[config.mk]
export PLATFORM = sky130hd
export DESIGN_NAME = multicycle_control
export DESIGN_NICKNAME = d
export VERILOG_FILES = /design/src/rtl/mctl_pkg.sv /design/src/rtl/mctl_wait_timer.sv /design/src/rtl/multicycle_control.sv
export SDC_FILE = /design/constraint.sdc
export NUM_CORES = 1
export LEC_CHECK = 0
export ABC_AREA = 1
export CORE_UTILIZATION = 35
export CTS_CLUSTER_SIZE = 25
export DETAILED_ROUTE_END_ITERATION = 16
export GPL_ROUTABILITY_DRIVEN = 0
export PLACE_DENSITY = 0.74
export SYNTH_ARGS = -nofsm -noshare
export SYNTH_HDL_FRONTEND = slang
export SYNTH_SLANG_ARGS = --single-unit
[constraint.sdc]
create_clock -name clk -period 1.3 [get_ports clk]
set_input_delay 0.26 -clock clk [delete_from_list [all_inputs] [get_ports clk]]
set_output_delay 0.26 -clock clk [all_outputs]
set_load 0.005 [all_outputs]
[src/rtl/mctl_pkg.sv]
// Shared encodings for the multi-cycle MIPS main control FSM and the datapath blocks it steers.
package mctl_pkg;

  localparam int unsigned StateW = 4;

  localparam logic [5:0] OpRtype = 6'b000000;
  localparam logic [5:0] OpLw    = 6'b100011;
  localparam logic [5:0] OpSw    = 6'b101011;
  localparam logic [5:0] OpBeq   = 6'b000100;
  localparam logic [5:0] OpJ     = 6'b000010;
  localparam logic [5:0] OpAddi  = 6'b001000;
  localparam logic [5:0] OpSlti  = 6'b001010;
  localparam logic [5:0] OpAndi  = 6'b001100;
  localparam logic [5:0] OpOri   = 6'b001101;

  typedef enum logic [StateW-1:0] {
    StFetch   = 4'd0,
    StDecode  = 4'd1,
    StMemAddr = 4'd2,
    StMemRd   = 4'd3,
    StMemWb   = 4'd4,
    StMemWr   = 4'd5,
    StRExec   = 4'd6,
    StRWb     = 4'd7,
    StIExec   = 4'd8,
    StIWb     = 4'd9,
    StBranch  = 4'd10,
    StJump    = 4'd11,
    StTrap    = 4'd12,
    StHalt    = 4'd15
  } state_e;

  localparam logic [1:0] AluAdd   = 2'b00;
  localparam logic [1:0] AluSub   = 2'b01;
  localparam logic [1:0] AluFunct = 2'b10;
  localparam logic [1:0] AluImm   = 2'b11;

  localparam logic [1:0] SrcBRt    = 2'b00;
  localparam logic [1:0] SrcBFour  = 2'b01;
  localparam logic [1:0] SrcBImm   = 2'b10;
  localparam logic [1:0] SrcBImmSh = 2'b11;

  localparam logic [1:0] PcAlu    = 2'b00;
  localparam logic [1:0] PcAluOut = 2'b01;
  localparam logic [1:0] PcJump   = 2'b10;
  localparam logic [1:0] PcVector = 2'b11;

  // ANDI/ORI treat the immediate as unsigned.
  function automatic logic is_logical_imm(input logic [5:0] op);
    return (op == OpAndi) || (op == OpOri);
  endfunction

  function automatic logic is_known_op(input logic [5:0] op);
    logic known;
    case (op)
      OpRtype, OpLw, OpSw, OpBeq, OpJ, OpAddi, OpSlti, OpAndi, OpOri: known = 1'b1;
      default: known = 1'b0;
    endcase
    return known;
  endfunction

endpackage

[src/rtl/mctl_wait_timer.sv]
// Counts consecutive stalled cycles in a memory state and flags the cycle that hits the limit.
module mctl_wait_timer #(
  parameter int unsigned WaitLimit = 16
) (
  input  logic clk_i,
  input  logic reset_i,
  input  logic waiting_i,
  output logic limit_o
);

  localparam int unsigned CntW = $clog2(WaitLimit + 1);

  logic [CntW-1:0] cnt_q, cnt_d;

  // Any cycle that is not a stall (ready, or a non-memory state) restarts the count.
  always_comb begin
    cnt_d = waiting_i ? cnt_q + 1'b1 : '0;
  end

  always_ff @(posedge clk_i) begin
    if (reset_i) begin
      cnt_q <= '0;
    end else begin
      cnt_q <= cnt_d;
    end
  end

  assign limit_o = waiting_i && (cnt_q == CntW'(WaitLimit - 1));

endmodule

[src/rtl/multicycle_control.sv]
// Main control FSM for the 32-bit multi-cycle MIPS datapath.
// Define MCTL_ILLEGAL_TRAP_EN to trap unknown opcodes through TRAP and the illegal_op output.
module multicycle_control
  import mctl_pkg::*;
#(
  parameter int unsigned WAIT_LIMIT = 16,
  parameter int unsigned OP_W       = 6
) (
  input  logic            clk,
  input  logic            reset,
  input  logic [OP_W-1:0] opcode,
  input  logic            zero,
  input  logic            mem_ready,
  output logic            pc_write,
  output logic            pc_write_cond,
  output logic            i_or_d,
  output logic            mem_read,
  output logic            mem_write,
  output logic            ir_write,
  output logic            mdr_write,
  output logic            reg_dst,
  output logic            mem_to_reg,
  output logic            reg_write,
  output logic            alu_src_a,
  output logic [1:0]      alu_src_b,
  output logic [1:0]      alu_op,
  output logic [1:0]      pc_source,
  output logic            ext_sel,
  output logic            mem_timeout,
  output logic            instr_done
`ifdef MCTL_ILLEGAL_TRAP_EN
  ,
  output logic            illegal_op
`endif
);

  state_e state_q, state_d;
  logic   mem_timeout_q, mem_timeout_d;
  logic   waiting, limit_hit;

  // The branch condition is applied in the datapath; the FSM never looks at it.
  logic unused_zero;
  assign unused_zero = zero;

  assign waiting = (state_q inside {StFetch, StMemRd, StMemWr}) && !mem_ready;

  mctl_wait_timer #(
    .WaitLimit (WAIT_LIMIT)
  ) u_wait_timer (
    .clk_i     (clk),
    .reset_i   (reset),
    .waiting_i (waiting),
    .limit_o   (limit_hit)
  );

  always_comb begin
    state_d       = state_q;
    mem_timeout_d = mem_timeout_q;
    unique case (state_q)
      StFetch:   if (mem_ready) state_d = StDecode;
      StDecode: begin
        case (opcode)
          OpLw, OpSw:                      state_d = StMemAddr;
          OpRtype:                         state_d = StRExec;
          OpAddi, OpSlti, OpAndi, OpOri:   state_d = StIExec;
          OpBeq:                           state_d = StBranch;
          OpJ:                             state_d = StJump;
`ifdef MCTL_ILLEGAL_TRAP_EN
          default:                         state_d = StTrap;
`else
          default:                         state_d = StFetch;
`endif
        endcase
      end
      StMemAddr: state_d = (opcode == OpLw) ? StMemRd : StMemWr;
      StMemRd:   if (mem_ready) state_d = StMemWb;
      StMemWr:   if (mem_ready) state_d = StFetch;
      StRExec:   state_d = StRWb;
      StIExec:   state_d = StIWb;
      StHalt:    state_d = StHalt;
      default:   state_d = StFetch;
    endcase
    // A ready in the limit cycle clears waiting, so it naturally wins over the fault.
    if (limit_hit) begin
      state_d       = StHalt;
      mem_timeout_d = 1'b1;
    end
  end

  always_ff @(posedge clk) begin
    if (reset) begin
      state_q       <= StFetch;
      mem_timeout_q <= 1'b0;
    end else begin
      state_q       <= state_d;
      mem_timeout_q <= mem_timeout_d;
    end
  end

  always_comb begin
    pc_write      = 1'b0;
    pc_write_cond = 1'b0;
    i_or_d        = 1'b0;
    mem_read      = 1'b0;
    mem_write     = 1'b0;
    ir_write      = 1'b0;
    mdr_write     = 1'b0;
    reg_dst       = 1'b0;
    mem_to_reg    = 1'b0;
    reg_write     = 1'b0;
    alu_src_a     = 1'b0;
    alu_src_b     = SrcBRt;
    alu_op        = AluAdd;
    pc_source     = PcAlu;
    ext_sel       = 1'b1;
    instr_done    = 1'b0;
`ifdef MCTL_ILLEGAL_TRAP_EN
    illegal_op    = 1'b0;
`endif
    unique case (state_q)
      StFetch: begin
        mem_read  = 1'b1;
        alu_src_b = SrcBFour;
        ir_write  = mem_ready;
        pc_write  = mem_ready;
      end
      StDecode: begin
        alu_src_b = SrcBImmSh;
`ifndef MCTL_ILLEGAL_TRAP_EN
        instr_done = !is_known_op(opcode);
`endif
      end
      StMemAddr: begin
        alu_src_a = 1'b1;
        alu_src_b = SrcBImm;
      end
      StMemRd: begin
        mem_read  = 1'b1;
        i_or_d    = 1'b1;
        mdr_write = mem_ready;
      end
      StMemWb: begin
        mem_to_reg = 1'b1;
        reg_write  = 1'b1;
        instr_done = 1'b1;
      end
      StMemWr: begin
        mem_write  = 1'b1;
        i_or_d     = 1'b1;
        instr_done = mem_ready;
      end
      StRExec: begin
        alu_src_a = 1'b1;
        alu_src_b = SrcBRt;
        alu_op    = AluFunct;
      end
      StRWb: begin
        reg_dst    = 1'b1;
        reg_write  = 1'b1;
        instr_done = 1'b1;
      end
      StIExec: begin
        alu_src_a = 1'b1;
        alu_src_b = SrcBImm;
        alu_op    = AluImm;
        ext_sel   = !is_logical_imm(opcode);
      end
      StIWb: begin
        reg_write  = 1'b1;
        instr_done = 1'b1;
        ext_sel    = !is_logical_imm(opcode);
      end
      StBranch: begin
        alu_src_a     = 1'b1;
        alu_src_b     = SrcBRt;
        alu_op        = AluSub;
        pc_write_cond = 1'b1;
        pc_source     = PcAluOut;
        instr_done    = 1'b1;
      end
      StJump: begin
        pc_write   = 1'b1;
        pc_source  = PcJump;
        instr_done = 1'b1;
      end
`ifdef MCTL_ILLEGAL_TRAP_EN
      StTrap: begin
        pc_write   = 1'b1;
        pc_source  = PcVector;
        illegal_op = 1'b1;
      end
`endif
      StHalt: ext_sel = 1'b0;
      default: ;
    endcase
  end

  assign mem_timeout = mem_timeout_q;

endmodule

After elaboration in Yosys (flattened, before gate mapping) --
Cells that the tools add are included.
Operators by class: add/sub/neg operators 1, eq/ne operators 24, multiplexer cells 25, bitwise logic cells 1, reduce and logical (&&, ||, !) cells 21
Operator list (count):
- one-hot mux 4 bit (8 select lines) | 1
- == test 6 x 4 -> 1 bit (second input constant) | 4
- == test 4 bit (second input constant) | 5
- one-hot mux 4 bit (5 select lines) | 1
- == test 4 x 3 -> 1 bit (second input constant) | 4
- two-way mux 4 bit | 4
- == test 6 bit (second input constant) | 2
- two-way mux 1 bit | 12
- one-hot mux 2 bit (3 select lines) | 2
- OR reduction 2 bit | 6
- inequality test 3 bit (second input constant) | 3
- OR reduction 9 bit | 1
- == test 4 x 2 -> 1 bit (second input constant) | 2
- OR reduction 4 bit | 2
- == test 6 x 2 -> 1 bit (second input constant) | 1
- == test 6 x 3 -> 1 bit (second input constant) | 1
- zero test 6 bit | 1
- adder 5 x 1 -> 5 bit (second input constant) | 1
- == test 5 x 4 -> 1 bit (second input constant) | 1
- OR reduction 5 bit | 1
- == test 4 x 1 -> 1 bit (second input constant) | 1
- zero test 4 bit | 1
- one-hot mux 1 bit (2 select lines) | 2
- one-hot mux 2 bit (2 select lines) | 1
- other kinds (9) | 12
Word-level totals: flip-flop bits (word level) 10, bits of input ports 10, output and inout port bits 20, word-level logic and storage cells 75

Depth between registers and ports, before layout --
Gate-level depths: netlist of run 1.
depth in word-level cells 6, gate-level depth with buffers 10, depth with buffers taken out 10

Modules after synthesis --
A second synthesis of run 1 with hierarchy kept.
Second synthesis, totals: cells, all modules 163, area, all modules 902.1 um^2
By module, submodules not included:
- multicycle_control | times used 1, cells each 135, area each 694.4 um^2, seq. area each 100.1 um^2
- mctl_wait_timer | times used 1, cells each 28, area each 207.7 um^2, seq. area each 100.1 um^2

Least setup slack after synthesis of run 1 --
OpenSTA, ideal clock, no wires.
path kind reg-to-output, start point reg state_q[3], end point out instr_done, arrival time 1.016 ns, required time 1.040 ns, slack 0.024 ns, stages on the path, launching flop included 7, path buffers 0, cells stage by stage dfxtp_1 inv_2 nor2_4 inv_1 o22ai_1 nor3_1 o21ai_1
On the way: word-level cells in the longest chain between the ends 3, elaborated cells on any way between the ends 9, those cells by class eq/ne: 7; mux: 1; reduce/logical: 1
Ends and longest elaborated chain:
- from (decl) | line multicycle_control.sv:37 | state_e state_q, state_d;
- from (signal assigned) | line multicycle_control.sv:92 | state_q <= StFetch;
- from (signal assigned) | line multicycle_control.sv:95 | state_q <= state_d;
- == test 4 bit / == test 4 x 3 -> 1 bit (equally long branches) | line multicycle_control.sv:120 | unique case (state_q)
- OR reduction 5 bit (no line)
- one-hot mux 1 bit (3 select lines) (*) | line multicycle_control.sv:120
- to (decl) | line multicycle_control.sv:30 | output logic instr_done
Mark *: on every way between the ends. The rest lies on a longest branch, timed or not.

Worst setup path after layout of run 1 --
start point reg state_q[2], end point out instr_done
The elaborated chain is that of the path after synthesis.

==> results.md, run 1 <==
Run status:
- The flow ran to the end, but the final reports show violations.
- The checks that failed: setup timing.

Job:
- The max-capacitance violation count is 0.

Detailed routing:
- The first-pass detailed-route iteration total is 4.
- Dividing the detail-routed wire length by the instance count gives 15.2 um.
- The violation count after the first detailed-routing iteration is 29.
- The final route contains 1319 vias.
- The DRC violations left is 0.
- Once detail routing completed, the nets flagged for antenna violations numbered 0.
- The final routed wirelength across all metal layers is 3.96 mm.
- The average vias per placed instance is 5.05.

Clock tree:
- The clock transition at the registers of the reported paths is 0.07 ns.
- Clock tree synthesis selected as its root buffer the cell sky130_fd_sc_hd__clkbuf_4.
- Counting along the longest clock path gives a buffer depth of 2.
- The number of buffers created by CTS is 3.
- Counting every sink on the clock net gives 10.
- The TritonCTS clock tree is done.
- The post-cts hold buffer count is 0.
- The clock latency at the later pin of the worst-skew pair is between 0.2 and 0.3 ns.
- In this run the number of H-tree levels came out at 1.

Floorplanning:
- The die boundary width is 53.4 um.
- The floorplan step set the die height to 53.4 um.
- The area of the placeable core is 2480 um2.
- The initial utilization of the core area, before any placement, comes to 37.3%.
- The die covers 2850 um2.
- After floorplanning, the core was divided into 18 placement rows.
- 30 I/O pins were placed.

STA:
- Setup repair after global routing could not meet its margin everywhere.
- The worst pin sits at a relative slew slack of between 80 and 90%.
- The worst clock skew is 0.00914 ns.
- The final count of pins violating max slew came to 0.
- The final-report hold violation count came to 0.
- At the pin with the least slew margin, the transition time is approximately 0.25 ns.
- After layout, the worst setup slack is -0.405 ns.
- The post-route setup TNS is -6.97 ns.
- The routed design could run at a clock period as short as between 1.5 and 2 ns.
- The highest achievable clock rate is about 0.59 GHz.
- The total of endpoints with negative setup slack in the final report is 29.
- The final worst-path cycle share is 131%.

GRT:
- Across every metal layer, demand over resource in global routing totals roughly a quarter.
- Entering global routing, the biggest net connects 7 pins.
- The number of antenna violations at the first check in global routing is 0.
- After global routing the overflow that remains totals 0.
- The via count of the first global-routing pass is 1219.
- The first global-routing pass estimated ~5.2 mm of wire.

Final layout:
- The fraction of final layout cells sized beyond drive strength 1 is 59.3%.
- The synthesis-to-finish area growth is 100%.
- The total number of nets in the final design is around 240.
- The count of filler cells inserted in the layout is approximately 160.
- The number of antenna diodes in the final layout is 0.

Setup path:
- The most critical setup path has its startpoint at state_q[2].
- The required time of the critical path is 1.04 ns.
- The top fanout value on the critical path is 3.
- STA classifies the critical path endpoint as an output pin.
- The critical path start-end classification is reg2out.
- The launch point of the worst reg-to-reg path is state_q[0].
- The startpoint type of the worst setup path is a flop.
- The worst endpoint data arrival time is around 1.4 ns.
- The setup check on the worst reg-to-reg path leaves a slack of -0.29 ns.

Synthesis:
- The number of different library cells used by synthesis comes to 30.
- Among all cell types in the netlist, the one instantiated most often is sky130_fd_sc_hd__nor2_1.
- The number of storage elements in the synthesis netlist is 10.
- After synthesis, the most frequently instantiated cells are sky130_fd_sc_hd__nor2_1 (29), sky130_fd_sc_hd__nand2_1 (24), sky130_fd_sc_hd__inv_1 (23).
- During synthesis, Yosys emitted a total of 0 warnings.
- The gate count after technology mapping is 148.
- The share of the Yosys chip area taken by registers is between 20% and 30%.
- The area of the mapped netlist is 923 um2.
- The count of flip-flops with a built-in enable after synthesis is 0.
- By area the synthesized netlist is led by sky130_fd_sc_hd__dfxtp_1 (22%), sky130_fd_sc_hd__nor2_1 (12%), sky130_fd_sc_hd__nand2_1 (9.8%).
- The flip-flop cell with the highest count after synthesis is sky130_fd_sc_hd__dfxtp_1.
- The library cell with the largest summed area after synthesis is sky130_fd_sc_hd__dfxtp_1.
- The synthesized area divided by synthesized cell count is 6.24 um2.
- The number of nets in the synthesized netlist is 160.
- The share of synthesized flip-flops with an asynchronous set or reset is 0%.
- The share of the synthesized area in the top cell type is approximately 22%.

Pwr:
- The largest voltage drop on the vdd net is 0.865 mV.
- Dividing total power by cell area gives a power density of ~840 nW/um2.
- For this design the static power due to leakage is 0.978 nW.

Placement:
- The post-DP HPWL is 2.05 mm.
- OpenSTA, run right after detailed placement, puts the worst setup slack at -0.756 ns.
- The count of input and output buffers is 28.

Worst hold path:
- The kind of path behind the tightest hold check is reg2reg.
- The source of the worst hold timing path is mem_timeout.
[layout make-up]
class | count | area, um2 | share of cell area (%)
inverters | 29 | 121 | 6.57
well taps | 30 | 37.5 | 2.03
multi-input cells | 106 | 754 | 40.9
clock buffers | 4 | 36.3 | 1.96
repair buffers | 82 | 684 | 37.1
flip-flops and latches | 10 | 213 | 11.5
[metrics by stage]
stage | hold WS, ns | total power [mW] | cells | util [%] | instance area (um2)
2_1_floorplan | 0.322 | 0.678 | 148 | - | 923
3_5_place_dp | 0.447 | 0.989 | 237 | 59.3 | 1470
6_report | 0.474 | 1.55 | 261 | 74.5 | 1850
3_3_place_gp | 0.434 | 0.979 | 237 | 59.3 | 1470
5_1_grt | 0.500 | 1.64 | 261 | 74.5 | 1850
4_1_cts | 0.463 | 1.44 | 259 | 71.5 | 1770
[per-layer routing]
metal,global-route usage (%),vias up,routed length (um)
met5,0,-,0
met4,10.1,0,203
met3,8.05,22,185
met2,50.4,59,2060
met1,24.1,609,1510
li1,-,629,-
[cells in the final DEF (no fill, tap or decap), types with 5 or more instances in the layout]
| cell type | instances |
|---|---|
| sky130_fd_sc_hd__nand3_1 | 9 |
| sky130_fd_sc_hd__nor2_1 | 18 |
| sky130_fd_sc_hd__nand2_4 | 5 |
| sky130_fd_sc_hd__nor2_2 | 8 |
| sky130_fd_sc_hd__dfxtp_1 | 6 |
| sky130_fd_sc_hd__nand2_2 | 6 |
| sky130_fd_sc_hd__inv_1 | 17 |
| sky130_fd_sc_hd__nor2_4 | 10 |
| sky130_fd_sc_hd__inv_2 | 6 |
| sky130_fd_sc_hd__buf_2 | 16 |
| sky130_fd_sc_hd__inv_4 | 5 |
| sky130_fd_sc_hd__buf_6 | 26 |
| sky130_fd_sc_hd__nand2_1 | 21 |
| sky130_fd_sc_hd__buf_4 | 30 |
| sky130_fd_sc_hd__dlygate4sd2_1 | 7 |
[logic make-up (layout without fill, tap and decap cells)]
kind of cell | count (synthesis) | after routing | synth area share, %
flip-flops | 10 | 10 | 21.7
AO/OA/AOI/OAI | 14 | 14 | 9.89
adder cells (fa/ha/maj) | 2 | 2 | 2.71
buffers and inverters | 32 | 115 | 14.6
XOR/XNOR | 1 | 1 | 0.949
AND/OR/NAND/NOR | 89 | 89 | 50.1
[state kept, by name (all words and copies together) (netlist names)]
register / cells
u_wait_timer.cnt_q: 5
state_q: 4
mem_timeout: 1
[report_power, final]
| part | internal, mW | total, mW | switching [mW] |
|---|---|---|---|
| clock | 0.170 | 0.285 | 0.115 |
| combinational | 0.456 | 0.917 | 0.461 |
| sequential | 0.327 | 0.347 | 0.0202 |
| total | 0.953 | 1.55 | 0.596 |
[path summary, 6_finish.rpt]
kind / end / depth (start not counted)
worst max-delay path: instr_done / 8
worst max register to register: state_q[2] / 12
worst min register to register: mem_timeout / 2
worst min-delay path: mem_timeout / 2
[worst max-delay path, cell delays in order (launching register included)]
cell	delay, ns
sky130_fd_sc_hd__dfxtp_2	0.33
sky130_fd_sc_hd__inv_2	0.10
sky130_fd_sc_hd__nor2_4	0.06
sky130_fd_sc_hd__inv_2	0.09
sky130_fd_sc_hd__nor2_4	0.05
sky130_fd_sc_hd__buf_4	0.14
sky130_fd_sc_hd__nor3_2	0.19
sky130_fd_sc_hd__o21ai_1	0.09
sky130_fd_sc_hd__buf_2	0.13
[what timing repair did]
action,4_1_cts,5_1_grt
resized for setup,137,31
setup endpoints to repair,30,29
pin swaps,22,21
setup buffers,23,8
Note: power is estimated with default switching activity, not from simulation.
==> inputs of run 2 (changes only) <==
--- a/config.mk
+++ b/config.mk
@@ -11,6 +11,7 @@
 export DETAILED_ROUTE_END_ITERATION = 16
 export GPL_ROUTABILITY_DRIVEN = 0
 export PLACE_DENSITY = 0.74
+export SETUP_SLACK_MARGIN = 0.2
 export SYNTH_ARGS = -nofsm -noshare
 export SYNTH_HDL_FRONTEND = slang
 export SYNTH_SLANG_ARGS = --single-unit
==> run 2 against run 1 <==
  * The flow still finishes with violations (setup timing)
  * Worst setup slack worse by 0.14 ns
  * Non-clock buffer count up 7
  * Sequential share of layout area down 0.67 points
  * Largest power group unchanged
  * Die area unchanged
  * Sequential power up 2%
  * Combinational power up 11%
  * Critical endpoint is now alu_src_b[1]
  * Global-route usage up 3.4 points
==> results.md, run 2 (same netlist as run 1, synthesis figures left out) <==
STA:
- The shortest period the worst path allows is 1.85 ns (+0.143 ns).
- The final count of pins violating max slew is 0 (unchanged).
- The worst clock skew was 0.0120 ns (+0.00288 ns).
- The worst-case setup margin in the final layout is -0.548 ns (-0.143 ns).
- The highest achievable clock rate is 0.541 GHz (-7.8%).
- The final-report hold violation count is 0 (unchanged).
- The total of endpoints with negative setup slack in the final report is 29 (unchanged).
- The final worst-path cycle share is 142% (+11 points).
- The post-route setup TNS came to -10.63 ns (-3.66 ns).
- The remaining max-slew budget at the tightest pin was 82.0% (-1.1 points).
- The transition at the pin with the smallest max-transition slack was 0.270 ns (+0.0176 ns).
- Setup repair after global routing could not meet its margin everywhere.

Placement:
- The post-DP HPWL was 2.30 mm (+13%).
- The total cell area at the placement stage came to 1530 um2 (+4.3%).
- The pre-CTS setup slack is -0.822 ns (-0.0657 ns).
- The count of input and output buffers is 28 (unchanged).

Worst hold path:
- The instance count along the most critical hold path came to 1 (-1).
- The path with the worst hold slack has its endpoint at u_wait_timer.cnt_q[0].
- The kind of path behind the tightest hold check is reg2reg.
- The startpoint identified for the worst hold timing path is u_wait_timer.cnt_q[0].

Clock tree:
- The root buffer cell is sky130_fd_sc_hd__clkbuf_4.
- The post-cts hold buffer count came to 0 (unchanged).
- The maximum count of clock buffers along a single path is 2 (unchanged).
- The clock latency at the later pin of the worst-skew pair is 0.28 ns (about the same).
- TritonCTS built the clock tree.
- The number of buffers created by CTS is 3 (unchanged).
- The number of clock sinks seen by CTS is 10 (unchanged).
- The clock transition at the registers of the reported paths is 0.08 ns (about the same).
- The depth of the CTS H-tree is 1 (unchanged).

Floorplanning:
- The number of placement rows is 18 (unchanged).
- The area of the die is 2850 um2 (unchanged).
- The chip height is 53.4 um (unchanged).
- The number of placed I/O pins came to 30 (unchanged).
- The starting density of the core is 37.3% (unchanged).
- The area of the placeable core is 2480 um2 (unchanged).
- The die boundary width is 53.4 um (unchanged).

Pwr:
- The power density normalized to cell area came to 830 nW/um2 (-1.1%).
- The leakage power total came to 1.04 nW (+6.0%).
- The largest voltage drop on the vdd net came to 0.853 mV (-1.4%).

Detailed routing:
- The DRC violations left is 0 (unchanged).
- The average wire length per cell after detail routing came to 18.8 um (+24%).
- The total via count in the routed design is 1473 (+12%).
- The average vias per placed instance came to 5.50 (+8.8%).
- The first-pass detailed-route iteration total came to 4 (unchanged).
- The count of nets left with antenna violations after detail routing is 0 (unchanged).
- The final routed wirelength across all metal layers is 5.04 mm (+27%).
- The violation count after the first detailed-routing iteration is 70 (+140%).

Setup path:
- In this run the critical register-to-register path is captured at state_q[2].
- The required time of the critical path is 1.04 ns (about the same).
- The top fanout value on the critical path is 5 (+2).
- The worst endpoint data arrival time is 1.59 ns (+0.15 ns).
- The worst-case reg-to-reg path depth was 12 (unchanged).
- The launch point of the worst reg-to-reg path is state_q[2].
- The worst setup path is launched from a flop.
- The critical path endpoint category is an output pin.
- The critical path start-end classification is reg2out.
- The minimum setup slack among reg-to-reg paths is -0.38 ns (-0.09 ns).

Job:
- The max-capacitance violation count was 0 (unchanged).

Final layout:
- The synthesis-to-finish area growth is 117%.
- The number of diodes added for antenna fixing came to 0 (unchanged).
- In the layout the commonest cells are sky130_fd_sc_hd__buf_4 (38), sky130_fd_sc_hd__buf_6 (25), sky130_fd_sc_hd__nand2_1 (20).
- The library cell used most frequently in the layout, excluding fill and tap cells, is sky130_fd_sc_hd__buf_4.
- The area occupied by multi-input gates was 805 um2 (+6.6%).
- The count of filler cells inserted in the layout is 121 (-22%).
- The final core utilization is 81.0% (+6.5 points).
- The fraction of final layout cells sized beyond drive strength 1 is 62.6% (+3.3 points).
- The total number of nets in the final design is 251 (+2.9%).
- The flip-flop and latch area is 218 um2 (+2.4%).
- The flip-flop count of the largest register after layout is 5 (unchanged).
- The cell area after layout is 2010 um2 (+8.7%).
- More flip-flops sit in one register than any other, and that register is u_wait_timer.cnt_q.

GRT:
- The wire length of the first global-routing pass is 5.89 mm (+13%).
- The aggregate global-route resource usage is 29.2% (+3.4 points).
- The via count of the first global-routing pass is 1330 (+9.1%).
- The maximum number of pins on one net before global-route repair came to 7 (unchanged).
- The number of antenna violations at the first check in global routing is 0 (unchanged).
- The overall overflow remaining after global route is 0 (unchanged).

Run status:
- The run finished, with violations left.
- The checks that failed: setup timing.
==> run 2: area by class of cell <==
| cell class | count | area share, % |
|---|---|---|
| Sequential cell | 10 | 10.8 |
| Inverter | 29 | 6.05 |
| Multi-Input combinational cell | 106 | 40.1 |
| Clock buffer | 4 | 1.81 |
| Tap cell | 30 | 1.87 |
| Timing Repair Buffer | 89 | 39.3 |
==> run 2: what timing repair did <==
action / in CTS / in global routing
buffers inserted: 25 / 3
endpoints found under the setup margin: 30 / 29
resized for setup: 120 / 34
pin swaps: 24 / 13
==> run 2: metrics by stage <==
stage / power (mW) / hold WS [ns] / std cells
after detailed placement: 1.05 / 0.412 / 236
after global placement: 1.03 / 0.404 / 236
after floorplan: 0.707 / 0.322 / 148
after CTS: 1.50 / 0.422 / 265
after global routing: 1.74 / 0.428 / 268
final: 1.67 / 0.414 / 268
==> run 2: report_power, final <==
group	leakage (nW)	switching [mW]	internal, mW	total, mW
clock network	0.0210	0.121	0.170	0.292
registers	0.0850	0.0270	0.328	0.355
logic	0.930	0.530	0.488	1.02
==> run 2: layer usage <==
metal	track usage (%)	routed length [um]	up-vias
met5	0	0	-
met4	14.0	351	0
met3	4.89	510	43
met2	58.1	2470	117
met1	28.0	1700	672
li1	-	-	641
==> run 2: worst max path at each step <==
stage                         endpoint  cells after the start        from
after floorplan             instr_done                      5  state_q[2]
after global placement      instr_done                      8   opcode[2]
after detailed placement    instr_done                      8   opcode[2]
after CTS                   instr_done                      9  state_q[2]
after global routing         reg_write                      8  state_q[2]
final                     alu_src_b[1]                      6  state_q[0]
==> run 2: worst max-delay path, stage by stage (launching register included) <==
cell and delay (ns):
sky130_fd_sc_hd__dfxtp_4 0.38, sky130_fd_sc_hd__buf_4 0.14, sky130_fd_sc_hd__inv_4 0.06, sky130_fd_sc_hd__nor3_4 0.28, sky130_fd_sc_hd__inv_1 0.12, sky130_fd_sc_hd__nand3_2 0.10, sky130_fd_sc_hd__clkdlybuf4s15_2 0.21
